### src/rtl/data_mem_arbiter.sv
// Two-requester arbiter for the single-port cache data array.
// Round-robin between core (A) and refill engine (B), with B burst lock.
module data_mem_arbiter #(
    parameter int INDEX_WIDTH = 4,
    parameter int CHAN_WIDTH  = 3,
    parameter int DATA_WIDTH  = 128,
    parameter int MAX_LOCK    = 8
) (
    input  logic                   clk,
    input  logic                   rsta,
    input  logic                   a_req,
    input  logic                   a_wr,
    input  logic [INDEX_WIDTH-1:0] a_index,
    input  logic [CHAN_WIDTH-1:0]  a_chan,
    input  logic [DATA_WIDTH-1:0]  a_wdata,
    output logic                   a_gnt,
    output logic                   a_rvalid,
    output logic [DATA_WIDTH-1:0]  a_rdata,
    input  logic                   b_req,
    input  logic                   b_wr,
    input  logic [INDEX_WIDTH-1:0] b_index,
    input  logic [CHAN_WIDTH-1:0]  b_chan,
    input  logic [DATA_WIDTH-1:0]  b_wdata,
    input  logic                   b_lock,
    output logic                   b_gnt,
    output logic                   b_rvalid,
    output logic [DATA_WIDTH-1:0]  b_rdata,
    output logic [INDEX_WIDTH-1:0] mem_index,
    output logic [CHAN_WIDTH-1:0]  mem_chan,
    output logic                   mem_wr,
    output logic [DATA_WIDTH-1:0]  mem_din,
    input  logic [DATA_WIDTH-1:0]  mem_dout,
    output logic                   mem_rst
);

    localparam int CW = $clog2(MAX_LOCK + 1);
    localparam logic [CW-1:0] LOCK_MAX = CW'(MAX_LOCK);
    localparam logic [CW-1:0] CNT_ONE  = CW'(1);
    // A lock of a single beat never needs the LOCK state.
    localparam logic LOCK_EN = (MAX_LOCK > 1);

    localparam logic ST_RR   = 1'b0;
    localparam logic ST_LOCK = 1'b1;

    logic          r_state;
    logic          r_last_b;
    logic [CW-1:0] r_lock_cnt;
    logic          r_rst_q;
    logic          r_a_rd;
    logic          r_b_rd;

    logic          w_blk;
    logic          w_a_gnt;
    logic          w_b_gnt;
    logic [CW-1:0] w_cnt_nxt;
    logic          w_lock_done;

    // Grants are held off during reset and for one cycle after it.
    assign w_blk       = rsta | r_rst_q;
    assign w_cnt_nxt   = r_lock_cnt + CNT_ONE;
    assign w_lock_done = (w_cnt_nxt >= LOCK_MAX);

    // Grant selection: LOCK favours B, RR alternates on contention.
    always_comb begin
        w_a_gnt = 1'b0;
        w_b_gnt = 1'b0;
        if (!w_blk) begin
            if (r_state == ST_LOCK) begin
                w_b_gnt = b_req;
            end else if (a_req && b_req) begin
                w_a_gnt = r_last_b;
                w_b_gnt = !r_last_b;
            end else begin
                w_a_gnt = a_req;
                w_b_gnt = b_req;
            end
        end
    end

    assign a_gnt = w_a_gnt;
    assign b_gnt = w_b_gnt;

    // Array port mux; with no grant the A fields pass through harmlessly.
    always_comb begin
        mem_wr    = 1'b0;
        mem_index = a_index;
        mem_chan  = a_chan;
        mem_din   = a_wdata;
        if (w_b_gnt) begin
            mem_wr    = b_wr;
            mem_index = b_index;
            mem_chan  = b_chan;
            mem_din   = b_wdata;
        end else if (w_a_gnt) begin
            mem_wr    = a_wr;
        end
    end

    assign mem_rst = rsta;

    // Arbitration state: round-robin pointer and B lock window.
    always_ff @(posedge clk) begin
        if (rsta) begin
            r_state    <= ST_RR;
            r_last_b   <= 1'b1;
            r_lock_cnt <= '0;
        end else begin
            if (w_a_gnt) begin
                r_last_b <= 1'b0;
            end
            if (w_b_gnt) begin
                r_last_b <= 1'b1;
            end
            unique case (r_state)
                ST_RR: begin
                    if (w_b_gnt && b_lock && LOCK_EN) begin
                        r_state    <= ST_LOCK;
                        r_lock_cnt <= CNT_ONE;
                    end
                end
                ST_LOCK: begin
                    if (!b_req) begin
                        r_state    <= ST_RR;
                        r_lock_cnt <= '0;
                        r_last_b   <= 1'b1;
                    end else if (w_b_gnt) begin
                        if (!b_lock || w_lock_done) begin
                            r_state    <= ST_RR;
                            r_lock_cnt <= '0;
                        end else begin
                            r_lock_cnt <= w_cnt_nxt;
                        end
                    end
                end
                default: begin
                    r_state    <= ST_RR;
                    r_lock_cnt <= '0;
                end
            endcase
        end
    end

    // Remember that reset was active last cycle to hold grants off.
    always_ff @(posedge clk) begin
        r_rst_q <= rsta;
    end

    // Read-owner flags steer the next-cycle array output.
    always_ff @(posedge clk) begin
        if (rsta) begin
            r_a_rd <= 1'b0;
            r_b_rd <= 1'b0;
        end else begin
            r_a_rd <= w_a_gnt & ~a_wr;
            r_b_rd <= w_b_gnt & ~b_wr;
        end
    end

    // A response in flight when reset hits is dropped immediately.
    assign a_rvalid = r_a_rd & ~rsta;
    assign b_rvalid = r_b_rd & ~rsta;
    assign a_rdata  = mem_dout;
    assign b_rdata  = mem_dout;

endmodule

### config.mk
export PLATFORM = sky130hd
export DESIGN_NAME = data_mem_arbiter
export DESIGN_NICKNAME = d
export VERILOG_FILES = /design/src/rtl/data_mem_arbiter.sv
export SDC_FILE = /design/constraint.sdc
export NUM_CORES = 1
export LEC_CHECK = 0
export ABC_AREA = 1
export BUFFER_PORTS_ARGS = -buffer_cell sky130_fd_sc_hd__buf_2
export CORE_AREA = 8 8 302 304
export CTS_BUF_LIST = sky130_fd_sc_hd__clkbuf_4 sky130_fd_sc_hd__clkbuf_8
export DETAILED_ROUTE_END_ITERATION = 8
export DIE_AREA = 0 0 310 312
export GPL_ROUTABILITY_DRIVEN = 0
export HOLD_SLACK_MARGIN = 0.02
export SYNTH_ARGS = -nofsm -noshare
export SYNTH_HDL_FRONTEND = slang
export SYNTH_SLANG_ARGS = --single-unit
### constraint.sdc
create_clock -name clk -period 1.3 [get_ports clk]
set_clock_uncertainty 0.15 [all_clocks]
set_input_delay 0.195 -clock clk [delete_from_list [all_inputs] [get_ports clk]]
set_output_delay 0.195 -clock clk [all_outputs]
set_load 0.005 [all_outputs]
* After elaboration in Yosys (flattened, before gate mapping) *
Index checks and enable logic that the tools add are counted.

storage, ports and cells
  input bits = 405
  output and inout port bits = 397
  flip-flop bits (word level) = 9

operators by class
  reductions and logical operators = 6
  $add $sub $neg = 1
  $lt $le $gt $ge = 1
  multiplexer cells = 25
  bitwise gates (word level) = 9
  equal/unequal tests = 2

operator list
  cell                   number
  $mux W128              1
  $mux W4                5
  $mux W1                16
  $pmux W4 S2            1
  $add A4 B1 Y4 const B  1
  $and A1 B1 Y1          4
  $ge A4 B4 Y1 const B   1
  $not A1 Y1             4
  $mux W3                1
  $ne A3 B2 Y1 const B   1
  $logic_and A1 B1 Y1    2
  $logic_not A1 Y1       2
  $ne A2 B2 Y1 const B   1
  $pmux W1 S2            1
  $reduce_and A2 Y1      1
  $logic_or A1 B1 Y1     1
  $or A1 B1 Y1           1

* Depth between registers and ports, before layout *
Gate-level depths: netlist (run 1).

  depth after elaboration = 8
  gate-level depth with buffers = 9
  mapped depth without buffers = 8

* Worst setup path before layout (run 1) *
No wires, ideal clock.

  path type = flip-flop to output port
  from = register r_state
  to = output port mem_chan[0]
  cell stages (with the launch flop) = 8
  required time = 0.955 ns
  buffers on the path = 2
  arrival time = 1.041 ns
  path slack = -0.086 ns
  cells stage by stage = dfxtp_1 > inv_1 > nand3_1 > nand2_4 > buf_4 > buf_2 > nand2_1 > nand2_1

between the ends
  word-level cells in the longest chain between the ends = 3

ends and longest elaborated chain
  item                    line  text
  start, declared         45    logic r_state;
  start signal, assigned  104   r_state <= ST_RR;
  start signal, assigned  117   r_state <= ST_LOCK;
  start signal, assigned  123   r_state <= ST_RR;
  $mux W1                 68    if (r_state == ST_LOCK) begin
  $mux W1                 67    if (!w_blk) begin
  $mux W3                 89    if (w_b_gnt) begin
  end, declared           29    output logic [CHAN_WIDTH-1:0] mem_chan,

Every way passes these cells.

* Final worst setup path (run 1) *
  from = register r_state
  to = output port mem_din[113]

between the ends
  word-level cells in the longest chain between the ends = 3

ends and longest elaborated chain
  item           line  text
  $mux W1        68
  $mux W1        67
  $mux W128      89
  end, declared  31    output logic [DATA_WIDTH-1:0] mem_din,

Every way passes these cells.

==> flow_metrics.py, run 1 <==
metrics = {
    "finish": {
        "area_growth_pct": 66.1,
        "final_cell_area_um2": 6930,
        "final_nets": 1342,
        "final_core_util_pct": 8.04,
        "drive_above_1_share_pct": 56.1,
    },
    "clocking": {
        "clk_path_buf_depth": 2,
        "clkSinkCount": 9,
        "cts_tree": "yes",
        "cts_max_level": 1,
        "cts-root-buf": "clkbuf_8",
        "holdBufCountCts": 1,
        "cts-buffers-inserted": 3,
        "clk_pin_slew_worst_paths_ns": 0.04,
        "insertion_delay_ns": 0.23,
    },
    "routing": {
        "antenna_left": 0,
        "drt-initial-drc-count": 236,
        "dr_total_vias": 5381,
        "vias_per_cell": 2.55,
        "drc": 0,
        "drt_wl_total_um": 70200,
        "drt-pass1-iter-count": 4,
        "wl_per_cell_um": 33.2,
    },
    "die": {
        "start_util_pct": 4.84,
        "rows": 108,
        "die_w_um": 310,
        "dieArea_um2": 96700,
        "die_y_um": 312,
        "ios": 802,
        "coreArea_um2": 86200,
    },
    "synthesis": {
        "synth_edf_count": 0,
        "synth-main-ff-cell": "dfxtp_1",
        "seq_area_frac_synth_pct": 4.32,
        "synth-async-reset-ratio_pct": 0,
        "synth_top_area_cell": "buf_4",
        "yosys-top-cells-area": "buf_4, nand2_1, dfxtp_1",
        "synth.most_common_cell": "nand2_1",
        "syn_avg_cell_area_um2": 5.48,
        "synth_top_area_share_pct": 47.0,
        "ys_ff_latch": 9,
        "mappedNetlistArea_um2": 4170,
        "yosys-top-cells-count": "nand2_1, buf_4, buf_6",
        "yosysWarnings": 0,
        "syn-num-nets": 1167,
        "synth_cells": 761,
        "yosysUniqueCellTypes": 21,
    },
    "grt": {
        "globalRoute.totalOverflow": 0,
        "grt_usage_pct": 13.6,
        "antenna_found_initial": 67,
        "grt_pass1_vias": 5539,
        "grt_start_max_net_pins": 28,
        "grt_first_pass_wirelength_um": 81100,
    },
    "placement": {
        "post_dp_cell_area_um2": 5860,
        "pre_cts_slack_ns": -0.804,
        "hpwl_um": 64400,
        "numPortBuffers": 417,
    },
    "power": {
        "pwr_density_cell_nw_per_um2": 396,
        "ir_worst_vdd_uv": 261,
        "p_leak_uw": 0.00365,
        "total_power_uw": 2750,
    },
    "sta": {
        "worst_slew_pin_slew_ns": 0.321,
        "slew_headroom_pct": 78.6,
        "setup_viol": 142,
        "rsz0062_at_grt": "yes",
        "finalCriticalPeriod_ns": 2.06,
        "fmax_mhz": 486,
        "final.setup.worst_slack_ns": -0.756,
        "setup_tns_ns": -86.28,
        "min_period_over_period_pct": 158,
        "slew_viol_final": 0,
        "hold_viol": 0,
    },
    "setup_path": {
        "path_max_fanout": 9,
        "worstPathArrival_ns": 1.71,
        "end_kind": "primary output",
        "startpoint_type": "flip-flop",
        "cp.required_ns": 0.95,
        "critical_path_class": "flip-flop to primary output",
    },
    "hold_path": {
        "hold_path.class": "primary input to flip-flop",
    },
    "flow_run": {
        "maxCapViolations": 0,
    },
    "run_status": {
        "violations": "setup timing",
        "run_status": "finished, violations left",
    },
}
-- logic make-up (layout without fill, tap and decap cells) --
| group | Yosys count | in the layout | synth area share [%] |
|---|---|---|---|
| flops | 9 | 9 | 4.32 |
| simple gates | 443 | 443 | 40.7 |
| buf+inv | 299 | 473 | 53.5 |
| compound gates | 9 | 9 | 1.20 |
| other cells | 0 | 23 | 0 |
| fa+ha+maj | 1 | 1 | 0.300 |
-- timing repair --
action,in CTS,in global routing
pin swaps,2,0
gates resized for setup,176,23
cloned,8,2
endpoints found under the hold margin,2,1
endpoints found under the setup margin,140,145
setup buffers,3,1
-- power breakdown --
part	internal, uW	total [uW]	switching, uW
sequential	285	293	7.12
clock	234	342	108
combinational	952	2110	1160
total	1470	2750	1270
-- metal layers --
metal / share of wire, % / global-route usage, %
met1: 33 / 14.0
met2: 42 / 20.7
met3: 23 / 13.1
met4: 1.7 / 1.74
met5: 0.54 / 0
-- critical path: stages, from the launching register on --
cell and delay, ns:
dfxtp_1 0.31, inv_2 0.08, nand3_4 0.10, nand2_8 0.13, buf_12 0.18, buf_4 0.20, nand2_1 0.07, nand2_1 0.16
buf_2 0.20
-- worst paths after layout --
| kind | start | endpoint | slack, ns | cells past startpoint |
|---|---|---|---|---|
| worst min register to register | r_lock_cnt[3] | r_lock_cnt[3] | 0.36 | 2 |
| worst max-delay path | r_state | mem_din[113] | -0.76 | 8 |
| worst min-delay path | b_wr | r_b_rd | 0.004 | 2 |
| worst max register to register | r_rst_q | r_state | -0.20 | 9 |
-- sequential cells by signal (all words and copies together), names as in the netlist --
signal	count
r_b_rd	1
r_last_b	1
r_rst_q	1
r_lock_cnt	4
r_state	1
r_a_rd	1
-- cells in the final DEF, fill, tap and decap left out, types with 4 or more instances in the layout --
cell type	Yosys	final
diode_2	0	23
buf_16	0	11
inv_1	10	8
buf_12	0	8
buf_2	11	349
dfxtp_1	9	7
nand2_2	1	35
nand3_1	6	4
buf_6	14	42
a21oi_1	4	4
buf_4	261	41
nand2_4	1	18
nand2_1	418	366
nor2_1	12	10
-- per-stage QoR --
step | instances | hold WS [ns]
after floorplan | 761 | 0.0727
after global placement | 2071 | 0.228
after detailed placement | 2071 | 0.231
after CTS | 2087 | 0.00674
after global routing | 2097 | -0.00179
final | 2113 | 0.00360
-- cell type report --
cell class                 instances  area [um2]
antenna                           23        57.6
clock buffer                       4        48.8
fill                           10300       79300
inverter                          12        61.3
multi-input combinational        453        2010
sequential                         9         183
tap                             1155        1450
timing repair buffer             457        3120
Power figures use the tool's default switching activity.
==> inputs of run 2 (changes only) <==
==> constraint.sdc (replaced) <==
create_clock -name clk -period 1.9 [get_ports clk]
set_clock_uncertainty 0.15 [all_clocks]
set_input_delay 0.285 -clock clk [delete_from_list [all_inputs] [get_ports clk]]
set_output_delay 0.285 -clock clk [all_outputs]
set_load 0.005 [all_outputs]
==> flow_metrics.py, run 2 (synthesized netlist as in run 1, its figures left out) <==
metrics = {
    "sta": {
        "min_period_over_period_pct": 111,
        "hold_ws_ns": 0.0724,
        "rsz0062_at_grt": "yes",
        "finalCriticalPeriod_ns": 2.11,
        "worst_slew_pin_slew_ns": 0.392,
        "fmax_mhz": 474,
        "setup_viol": 137,
        "setup_tns_ns": -20.19,
        "slew_viol_final": 0,
        "slew_headroom_pct": 73.6,
        "hold_viol": 0,
        "final.setup.worst_slack_ns": -0.211,
    },
    "flow_run": {
        "maxCapViolations": 0,
    },
    "power": {
        "p_clk_share_pct": 11.2,
        "p_leak_uw": 0.00422,
        "pwr-share-seq_pct": 9.3,
        "ir_worst_vdd_uv": 171,
        "power_frac_comb_pct": 79.5,
        "pwr_density_cell_nw_per_um2": 260,
        "p_sw_uw": 984,
        "switching_share_pct": 45.8,
        "p_int_uw": 1160,
    },
    "routing": {
        "dr_total_vias": 5499,
        "drc": 0,
        "drt-pass1-iter-count": 4,
        "wl_per_cell_um": 30.3,
        "drt_wl_total_um": 64400,
        "drt-initial-drc-count": 184,
        "vias_per_cell": 2.59,
        "antenna_left": 0,
    },
    "setup_path": {
        "critical_path_class": "flip-flop to primary output",
        "startpoint_type": "flip-flop",
        "ff2ff_setup_slack_ns": 0.17,
        "end_kind": "primary output",
        "path_max_fanout": 6,
        "worstPathArrival_ns": 1.68,
        "cp.required_ns": 1.46,
    },
    "die": {
        "ios": 802,
        "start_util_pct": 4.84,
        "rows": 108,
        "die_w_um": 310,
        "coreArea_um2": 86200,
        "dieArea_um2": 96700,
        "die_y_um": 312,
    },
    "clocking": {
        "insertion_delay_ns": 0.23,
        "clk_pin_slew_worst_paths_ns": 0.05,
        "clk_path_buf_depth": 2,
        "clkSinkCount": 9,
        "cts-root-buf": "clkbuf_8",
        "cts-buffers-inserted": 3,
        "cts_max_level": 1,
        "cts_tree": "yes",
    },
    "finish": {
        "final_nets": 1362,
        "top_register": "r_lock_cnt",
        "largest_reg_flops": 4,
        "fillCellCount": 10300,
        "fin_cells": 2122,
        "layout_commonest_cell": "buf_2",
        "layout_common_cells": "buf_2, nand2_1, nand2_2",
        "area_growth_pct": 98.1,
        "drive_above_1_share_pct": 72.6,
    },
    "placement": {
        "hpwl_um": 59600,
        "pre_cts_slack_ns": -0.313,
        "numPortBuffers": 417,
        "place_inst": 2090,
    },
    "grt": {
        "grt_usage_pct": 12.4,
        "globalRoute.totalOverflow": 0,
        "antenna_found_initial": 41,
        "grt_first_pass_wirelength_um": 74900,
        "grt_pass1_vias": 5667,
        "grt_start_max_net_pins": 22,
    },
    "run_status": {
        "violations": "setup timing",
        "run_status": "finished, violations left",
    },
    "hold_path": {
        "hold_path.class": "primary input to flip-flop",
    },
}
[run 2: layout make-up]
| class | instances | area [um2] | share of cell area (%) |
|---|---|---|---|
| multi-input cells | 453 | 2820 | 34.1 |
| repair buffers | 477 | 3670 | 44.4 |
| clock buffers | 4 | 48.8 | 0.590 |
| inverters | 12 | 71.3 | 0.863 |
| flip-flops and latches | 9 | 183 | 2.21 |
| well taps | 1155 | 1450 | 17.5 |
| diodes | 12 | 30.0 | 0.363 |
[run 2: worst paths after layout]
path	start	end	cells past startpoint
worst min register to register	r_lock_cnt[3]	r_lock_cnt[3]	2
worst max register to register	r_state	r_state	10
worst max-delay path	r_rst_q	mem_din[71]	11
worst min-delay path	a_wr	r_a_rd	2
[run 2: through the flow]
stage	utilization, %	power (uW)	area (um2)
floorplan	-	953	4170
global placement	6.98	1490	6020
detailed placement	6.98	1500	6020
CTS	8.21	1990	7080
global route	9.57	2310	8250
finish	9.59	2150	8270
[run 2: power groups by stage]
stage	registers, uW	clock network (uW)	logic [uW]
finish	200	241	1710
global route	200	260	1850
CTS	199	249	1550
detailed placement	202	0	1290
global placement	202	0	1290
floorplan	201	0	752
[run 2: repair_timing]
item,CTS,global route
endpoints found under the setup margin,137,137
cloned,4,6
resized for setup,265,268
pin swaps,14,38
setup buffers,6,1
hold buffers,0,0
[run 2: worst max-delay path, stage by stage (launching register included)]
cell	delay, ns
dfxtp_2	0.32
inv_2	0.04
nand2_2	0.06
nor2_4	0.16
nand2_8	0.12
clkinv_16	0.11
buf_8	0.13
buf_12	0.15
buf_12	0.13
nand2_2	0.04
nand2_1	0.05
buf_2	0.10
[run 2: metal layers]
layer  vias up  track usage, %  routed length (um)
met2       619            19.2               27700
met4        42           0.959                 731
met5         -           0.657                 347
met3        78            11.1               13400
li1       2428               -                   -
met1      2332            13.0               22200
